File: src/rtl/regfile_arb_pkg.sv
// Shared types and constants for the register-file port arbiter.
package regfile_arb_pkg;

  localparam int NUM_CLIENTS = 2;
  localparam int DATA_W      = 8;
  localparam int ADDR_W      = 3;
  localparam logic [ADDR_W-1:0] RO_ADDR = 3'd7;

  // Owner index width; two clients need a single bit.
  localparam int OWNER_W = 1;

  typedef enum logic {
    OP_READ  = 1'b0,
    OP_WRITE = 1'b1
  } op_t;

  typedef struct packed {
    logic [OWNER_W-1:0] owner;
    op_t                op;
    logic               err;
    logic               valid;
  } issue_t;

endpackage

File: src/rtl/regfile_port_arbiter_rr.sv
// Two-client grant logic for the register-file port arbiter.
// ROUND_ROBIN_EN selects alternating priority; otherwise client 0 always wins.
module rr_arbiter
  import regfile_arb_pkg::*;
(
  input  logic                   clk,
  input  logic                   reset,
  input  logic [NUM_CLIENTS-1:0] req,
  input  logic                   advance,
  output logic [NUM_CLIENTS-1:0] grant
);

`ifdef ROUND_ROBIN_EN
  // 1 = client 1 is preferred on a tie (client 0 won the last handshake).
  logic prefer_1;

  // Tie goes to the client that did not win the most recent handshake.
  always_comb begin
    grant    = '0;
    grant[0] = req[0] & (~req[1] | ~prefer_1);
    grant[1] = req[1] & (~req[0] | prefer_1);
  end

  // Pointer moves only when a grant is actually taken.
  always_ff @(posedge clk) begin
    if (reset) begin
      prefer_1 <= 1'b0;
    end else if (advance) begin
      prefer_1 <= grant[0];
    end
  end
`else
  // Fixed priority: client 0 first; no pointer state is kept.
  always_comb begin
    grant    = '0;
    grant[0] = req[0];
    grant[1] = req[1] & ~req[0];
  end

  logic unused_fixed;
  assign unused_fixed = ^{clk, reset, advance};
`endif

endmodule

File: src/rtl/regfile_port_arbiter.sv
// Shares one register-file access path (two read ports, one write port)
// between two clients. Two-stage pipeline: issue register drives the register
// file, completion register returns results to the owning client.
// Build option: ROUND_ROBIN_EN (round-robin grant instead of fixed priority).
module regfile_port_arbiter
  import regfile_arb_pkg::*;
#(
  parameter int NUM_CLIENTS = regfile_arb_pkg::NUM_CLIENTS,
  parameter int DATA_W      = regfile_arb_pkg::DATA_W,
  parameter int ADDR_W      = regfile_arb_pkg::ADDR_W,
  parameter logic [ADDR_W-1:0] RO_ADDR = regfile_arb_pkg::RO_ADDR
) (
  input  logic                               clk,
  input  logic                               reset,
  input  logic [NUM_CLIENTS-1:0]             req_valid,
  output logic [NUM_CLIENTS-1:0]             req_ready,
  input  logic [NUM_CLIENTS-1:0]             req_write,
  input  logic [NUM_CLIENTS-1:0][ADDR_W-1:0] req_addr_a,
  input  logic [NUM_CLIENTS-1:0][ADDR_W-1:0] req_addr_b,
  input  logic [NUM_CLIENTS-1:0][DATA_W-1:0] req_wdata,
  output logic [NUM_CLIENTS-1:0]             rsp_valid,
  output logic                               rsp_err,
  output logic [DATA_W-1:0]                  rsp_data_a,
  output logic [DATA_W-1:0]                  rsp_data_b,
  output logic [ADDR_W-1:0]                  rf_a1,
  output logic [ADDR_W-1:0]                  rf_a2,
  output logic [ADDR_W-1:0]                  rf_a3,
  output logic                               rf_we,
  output logic [DATA_W-1:0]                  rf_wd,
  input  logic [DATA_W-1:0]                  rf_rd1,
  input  logic [DATA_W-1:0]                  rf_rd2
);

  logic [NUM_CLIENTS-1:0] grant;
  logic                   accept;
  logic                   sel;
  logic                   sel_write;
  logic                   sel_ro;
  logic                   s2_read;
  issue_t                 s1;
  issue_t                 s2;

  rr_arbiter u_arb (
    .clk     (clk),
    .reset   (reset),
    .req     (req_valid),
    .advance (accept),
    .grant   (grant)
  );

  assign req_ready = grant;
  assign accept    = |(req_valid & grant);
  assign sel       = grant[1];
  assign sel_write = req_write[sel];
  assign sel_ro    = (req_addr_a[sel] == RO_ADDR);

  // Issue stage: load register-file controls on accept; addresses hold otherwise.
  always_ff @(posedge clk) begin
    if (reset) begin
      s1    <= '0;
      rf_a1 <= '0;
      rf_a2 <= '0;
      rf_a3 <= '0;
      rf_wd <= '0;
      rf_we <= 1'b0;
    end else begin
      s1.valid <= accept;
      rf_we    <= 1'b0;
      if (accept) begin
        s1.owner <= sel;
        s1.op    <= sel_write ? OP_WRITE : OP_READ;
        s1.err   <= sel_write & sel_ro;
        if (sel_write) begin
          rf_a3 <= req_addr_a[sel];
          rf_wd <= req_wdata[sel];
          rf_we <= ~sel_ro;
        end else begin
          rf_a1 <= req_addr_a[sel];
          rf_a2 <= req_addr_b[sel];
        end
      end
    end
  end

  // Completion stage: aligns with the register file's registered read data.
  always_ff @(posedge clk) begin
    if (reset) begin
      s2 <= '0;
    end else begin
      s2 <= s1;
    end
  end

  // Route the completion to its owner; data is zero unless it was a read.
  always_comb begin
    rsp_valid           = '0;
    rsp_valid[s2.owner] = s2.valid;
    rsp_err             = s2.valid & s2.err;
    s2_read             = s2.valid & (s2.op == OP_READ);
    rsp_data_a          = s2_read ? rf_rd1 : '0;
    rsp_data_b          = s2_read ? rf_rd2 : '0;
  end

endmodule

File: config.mk
export PLATFORM = sky130hd
export DESIGN_NAME = regfile_port_arbiter
export DESIGN_NICKNAME = d
export VERILOG_FILES = /design/src/rtl/regfile_arb_pkg.sv /design/src/rtl/regfile_port_arbiter_rr.sv /design/src/rtl/regfile_port_arbiter.sv
export SDC_FILE = /design/constraint.sdc
export NUM_CORES = 1
export LEC_CHECK = 0
export ABC_AREA = 0
export ABC_CLOCK_PERIOD_IN_PS = 1300
export BUFFER_PORTS_ARGS = -buffer_cell sky130_fd_sc_hd__buf_2
export CAP_MARGIN = 20
export CORE_ASPECT_RATIO = 1.25
export CORE_UTILIZATION = 36
export DETAILED_ROUTE_END_ITERATION = 8
export PLACE_DENSITY = 0.75
export SYNTH_ARGS = -nofsm -noshare
export SYNTH_HDL_FRONTEND = slang
export SYNTH_SLANG_ARGS = --single-unit
File: constraint.sdc
create_clock -name clk -period 1.3 [get_ports clk]
set_clock_uncertainty 0.2 [all_clocks]
set_input_delay 0.325 -clock clk [delete_from_list [all_inputs] [get_ports clk]]
set_output_delay 0.325 -clock clk [all_outputs]
set_load 0.01 [all_outputs]
---- Word-level counts from Yosys, hierarchy flattened ----
Cells that the tools add are included.
storage, ports and cells
  flip-flop bits (word level) ............. 26
  latch bits .............................. 0
  memory bits (writable) .................. 0
  memory bits (read-only) ................. 0
  logic and storage cells ................. 46
  memories kept ........................... 0
operators by class
  add/subtract/negate cells ............... 0
  multipliers ............................. 0
  divide/modulo/power cells ............... 0
  magnitude comparators ................... 3
  equal/unequal tests ..................... 1
  shift operators ......................... 0
  muxes and demuxes ....................... 13
  bitwise logic cells ..................... 11
  reduce and logical (&&, ||, !) cells .... 5
operators by type and width
  operator                                                                      number
  8-bit two-way mux                                                             4
  3-bit two-way mux                                                             4
  1-bit inverter                                                                5
  1-bit AND                                                                     4
  2-bit AND                                                                     2
  1-bit by 2-bit less-than comparator with 1-bit output, second input constant  2
  1-bit two-way mux                                                             4
  2-bit AND reduction                                                           2
  3-bit equality test, second input constant                                    1
  3-bit OR reduction                                                            1
  2-bit OR reduction                                                            1
  1-bit demux with 1-bit select                                                 1
  1-bit greater-or-equal comparator, second input constant                      1
  1-bit logical AND                                                             1

---- Logic depth before layout (Yosys ltp) ----
  depth in word-level cells ............... 6
  depth in mapped cells ................... 5
  gate-level depth less buffers ........... 3

---- By module ----
From an unflattened synthesis, not the netlist that was laid out.
unflattened totals
  cells, all modules ...................... 145
  area, all modules ....................... 1393.8 um^2
by module, submodules not included
  module                instances  cells an instance  area each (um^2)  sequential area each (um^2)
  regfile_port_arbiter  1          143                1372.6            520.5
  rr_arbiter            1          2                  21.3              0.0

---- Worst setup path before layout ----
Ideal clock, no wire load.
  path kind ............................... register to output
  start ................................... register s2[0] (netlist name)
  end ..................................... output port rsp_data_a[1]
  data arrival time ....................... 0.968 ns
  required time ........................... 0.775 ns
  slack ................................... -0.193 ns
  cell stages (with the launch flop) ...... 4
  path buffers ............................ 1
  cells stage by stage .................... dfxtp_1 nor2b_1 clkbuf_1 and2_1
between the ends
  longest elaborated chain between the ends .. 2
ends and longest elaborated chain
  what                    line                         RTL
  from (decl)             regfile_port_arbiter.sv:41   issue_t s2;
  from (signal assigned)  regfile_port_arbiter.sv:88   s2 <= '0;
  from (signal assigned)  regfile_port_arbiter.sv:90   s2 <= s1;
  1-bit AND               regfile_port_arbiter.sv:99   s2_read = s2.valid & (s2.op == OP_READ);
  8-bit two-way mux       regfile_port_arbiter.sv:100  rsp_data_a = s2_read ? rf_rd1 : '0;
  to (decl)               regfile_port_arbiter.sv:23   output logic [DATA_W-1:0] rsp_data_a,
No other way between the ends.

---- Worst setup path in the final report ----
  start ................................... register s2[0] (netlist name)
  end ..................................... output port rsp_data_b[4]
between the ends
  longest elaborated chain between the ends .. 2
ends and longest elaborated chain
  what               line                         RTL
  1-bit AND          regfile_port_arbiter.sv:99
  8-bit two-way mux  regfile_port_arbiter.sv:101  rsp_data_b = s2_read ? rf_rd2 : '0;
  to (decl)          regfile_port_arbiter.sv:24   output logic [DATA_W-1:0] rsp_data_b,
No other way between the ends.

==> out/metrics.csv <==
stage;metric;value;unit
outcome;status;complete, but fails checks;
outcome;violations;negative setup slack;
logic_synthesis;synthTopCellsByArea;dfxtp_1 (42%), mux2i_1 (12%), a211oi_1 (10%);
worst_setup_path;regToRegSetupSlack;0.35;ns
grt;grt_usage;18.5;%
placement;dpl_worst_slack;-0.237;ns
routing;avgViaCountPerCell;4.86;
logic_synthesis;synth_area_per_cell;9.43;sq um
clock_network;postCtsHoldBufs;0;
placement;gp_congestion;0.727;
timing;setup_slack;-0.354;ns
die;placementRows;23;
finish;syn_to_final_growth;70.2;%
timing;fmax;605;MHz
die;ios;89;
die;start_util;38.0;%
grt;grt_overflow;0;
min_path;hold_class;in -> reg;
logic_synthesis;ys_types;24;
logic_synthesis;syn-num-nets;181;
worst_setup_path;endpoint_kind;output port;
logic_synthesis;syn-cell-area;1230;sq um
pwr;leakagePower;1.09;nW
die;die-width;54.4;microns
finish;drive_gt1_share;64.3;%
clock_network;htreeDepth;1;
flow_run;cap_violations;0;
pwr;power_density;906;nW/um^2
clock_network;clock_path_buffers;2;
logic_synthesis;synth_top_area_cell;dfxtp_1;
timing;slew_headroom;75.7;%
finish;multi_input_area;714;sq um
timing;min_period_over_period;127;%
grt;grt_max_degree;17;
clock_network;tritoncts;built;
finish;seq_area;539;sq um
pwr;ir_drop;574;uV
routing;vias;1322;
logic_synthesis;yosys_warnings;0;
finish;diodes;0;
logic_synthesis;syn-instance-count;131;
timing;period_needed;1.65;ns
placement;hpwl;2520;microns
worst_setup_path;crit_arrival;1.13;ns
finish;final_util;64.6;%
clock_network;numCtsBuffers;3;
logic_synthesis;synth_top_area_share;42.1;%
placement;io_buffers;88;
worst_setup_path;cp.required;0.77;ns
die;dieArea;3670;sq um
worst_setup_path;crit_fanout;16;
routing;drt-total-wl;3270;microns
timing;tightest_slew;0.365;ns
clock_network;root_buffer;clkbuf_8;
routing;ant_nets;0;
routing;drc;0;
routing;firstDrtPassIters;4;
die;die_h;67.5;microns
logic_synthesis;seq_area_frac_synth;42.1;%
timing;finalSetupTns;-6.04;ns
timing;slew_violations;0;
logic_synthesis;ys_ff_latch;26;
timing;hold_violations;0;
routing;dr.first_iter.drc_count;14;
finish;fin_nets;286;
worst_setup_path;start_kind;register;
worst_setup_path;critPathKind;reg -> out;
timing;rsz0062_at_grt;true;
clock_network;cts.clk_slew.worst_paths;0.08;ns
timing;finalSetupViolCount;20;
routing;wire_per_inst;12.0;microns
clock_network;clock_latency;0.26;ns
grt;antenna_found_initial;0;
finish;n_fill_cell;275;
die;core_area;3250;sq um
grt;first_global_vias;1220;
grt;grt_pass1_wl;4970;microns
clock_network;cts.sinks;26;
-- placed cells by master, fill, tap and decap left out, types with 2 or more instances in the layout --
master	n
a211oi_2	3
clkbuf_8	4
nand2_1	5
nor3_1	18
buf_4	17
mux2i_2	2
nor2b_1	5
and2_1	9
a211oi_1	14
and2_4	10
buf_12	4
buf_2	76
mux2i_1	13
buf_6	12
dfxtp_2	15
nor2_1	3
dfxtp_1	11
-- registers in the layout (all words and copies together) (netlist names) --
register  cells
rf_a2         3
rf_wd         8
s1            4
s2            4
rf_we         1
rf_a1         3
rf_a3         3
-- routing by layer --
layer	vias up	routed length, microns	part of all wire [%]	global-route usage [%]
li1	673	-	-	-
met1	577	1310	40	20.2
met2	68	1700	52	34.8
met3	4	229	7.0	2.48
met4	0	35	1.1	6.73
met5	-	0	0	0
-- cells by family after synthesis --
group	count (synthesis)	synth area share (%)
AO/OA/AOI/OAI	21	12.7
flip-flops	26	42.1
multiplexers	16	13.1
buffers and inverters	11	5.88
AND/OR/NAND/NOR	57	26.2
-- critical path: stages, from the launching register on --
cell and delay, ns:
dfxtp_2 0.33, nor2b_4 0.15, buf_12 0.14, and2_1 0.12, buf_2 0.12
-- through the flow --
stage | instance area, sq um | hold slack, ns | total power [mW] | cells
after detailed placement | 1860 | 0.229 | 1.35 | 263
after global routing | 2100 | 0.132 | 2.00 | 272
after CTS | 2040 | 0.140 | 1.90 | 271
after floorplan | 1290 | 0.189 | 1.13 | 131
final | 2100 | 0.140 | 1.90 | 272
after global placement | 1860 | 0.217 | 1.34 | 263
-- what timing repair did --
| action | 4_1_cts | 5_1_grt |
|---|---|---|
| endpoints found under the setup margin | 21 | 40 |
| endpoints found under the hold margin | 0 | 0 |
| buffers inserted | 4 | 1 |
| pin swaps | 0 | 5 |
| gates resized for setup | 15 | 23 |
-- cell type report --
| cell class | count | area share (%) |
|---|---|---|
| tap | 37 | 2.20 |
| sequential | 26 | 25.7 |
| multi-input combinational | 94 | 34.0 |
| clock buffer | 4 | 2.62 |
| timing repair buffer | 110 | 35.1 |
| inverter | 1 | 0.417 |
-- path summary, 6_finish.rpt --
path | start | end | cells past startpoint
hold / removal | req_valid[0] | s1[3] | 3
setup / recovery | s2[0] | rsp_data_b[4] | 4
setup reg to reg | rf_wd[1] | rf_wd[1] | 2
hold reg to reg | s1[0] | s2[0] | 1
-- Yosys cell counts (all sizes together) --
cell type / number
a31oi: 1
mux2i: 15
a211oi: 17
inv: 1
nand3b: 1
a21boi: 1
buf: 6
nor3: 18
nor3b: 1
clkbuf: 4
or2: 1
nor2: 3
a21oi: 1
a32o: 1
nand2: 5
nor2b: 7
nand2b: 1
and2: 19
and3b: 1
mux2: 1
dfxtp: 26
-- report_power, final --
| part | switching [mW] | internal, mW | total, mW |
|---|---|---|---|
| clock | 0.242 | 0.271 | 0.513 |
| combinational | 0.222 | 0.279 | 0.500 |
| sequential | 0.0298 | 0.861 | 0.891 |
Power figures use the tool's default switching activity.
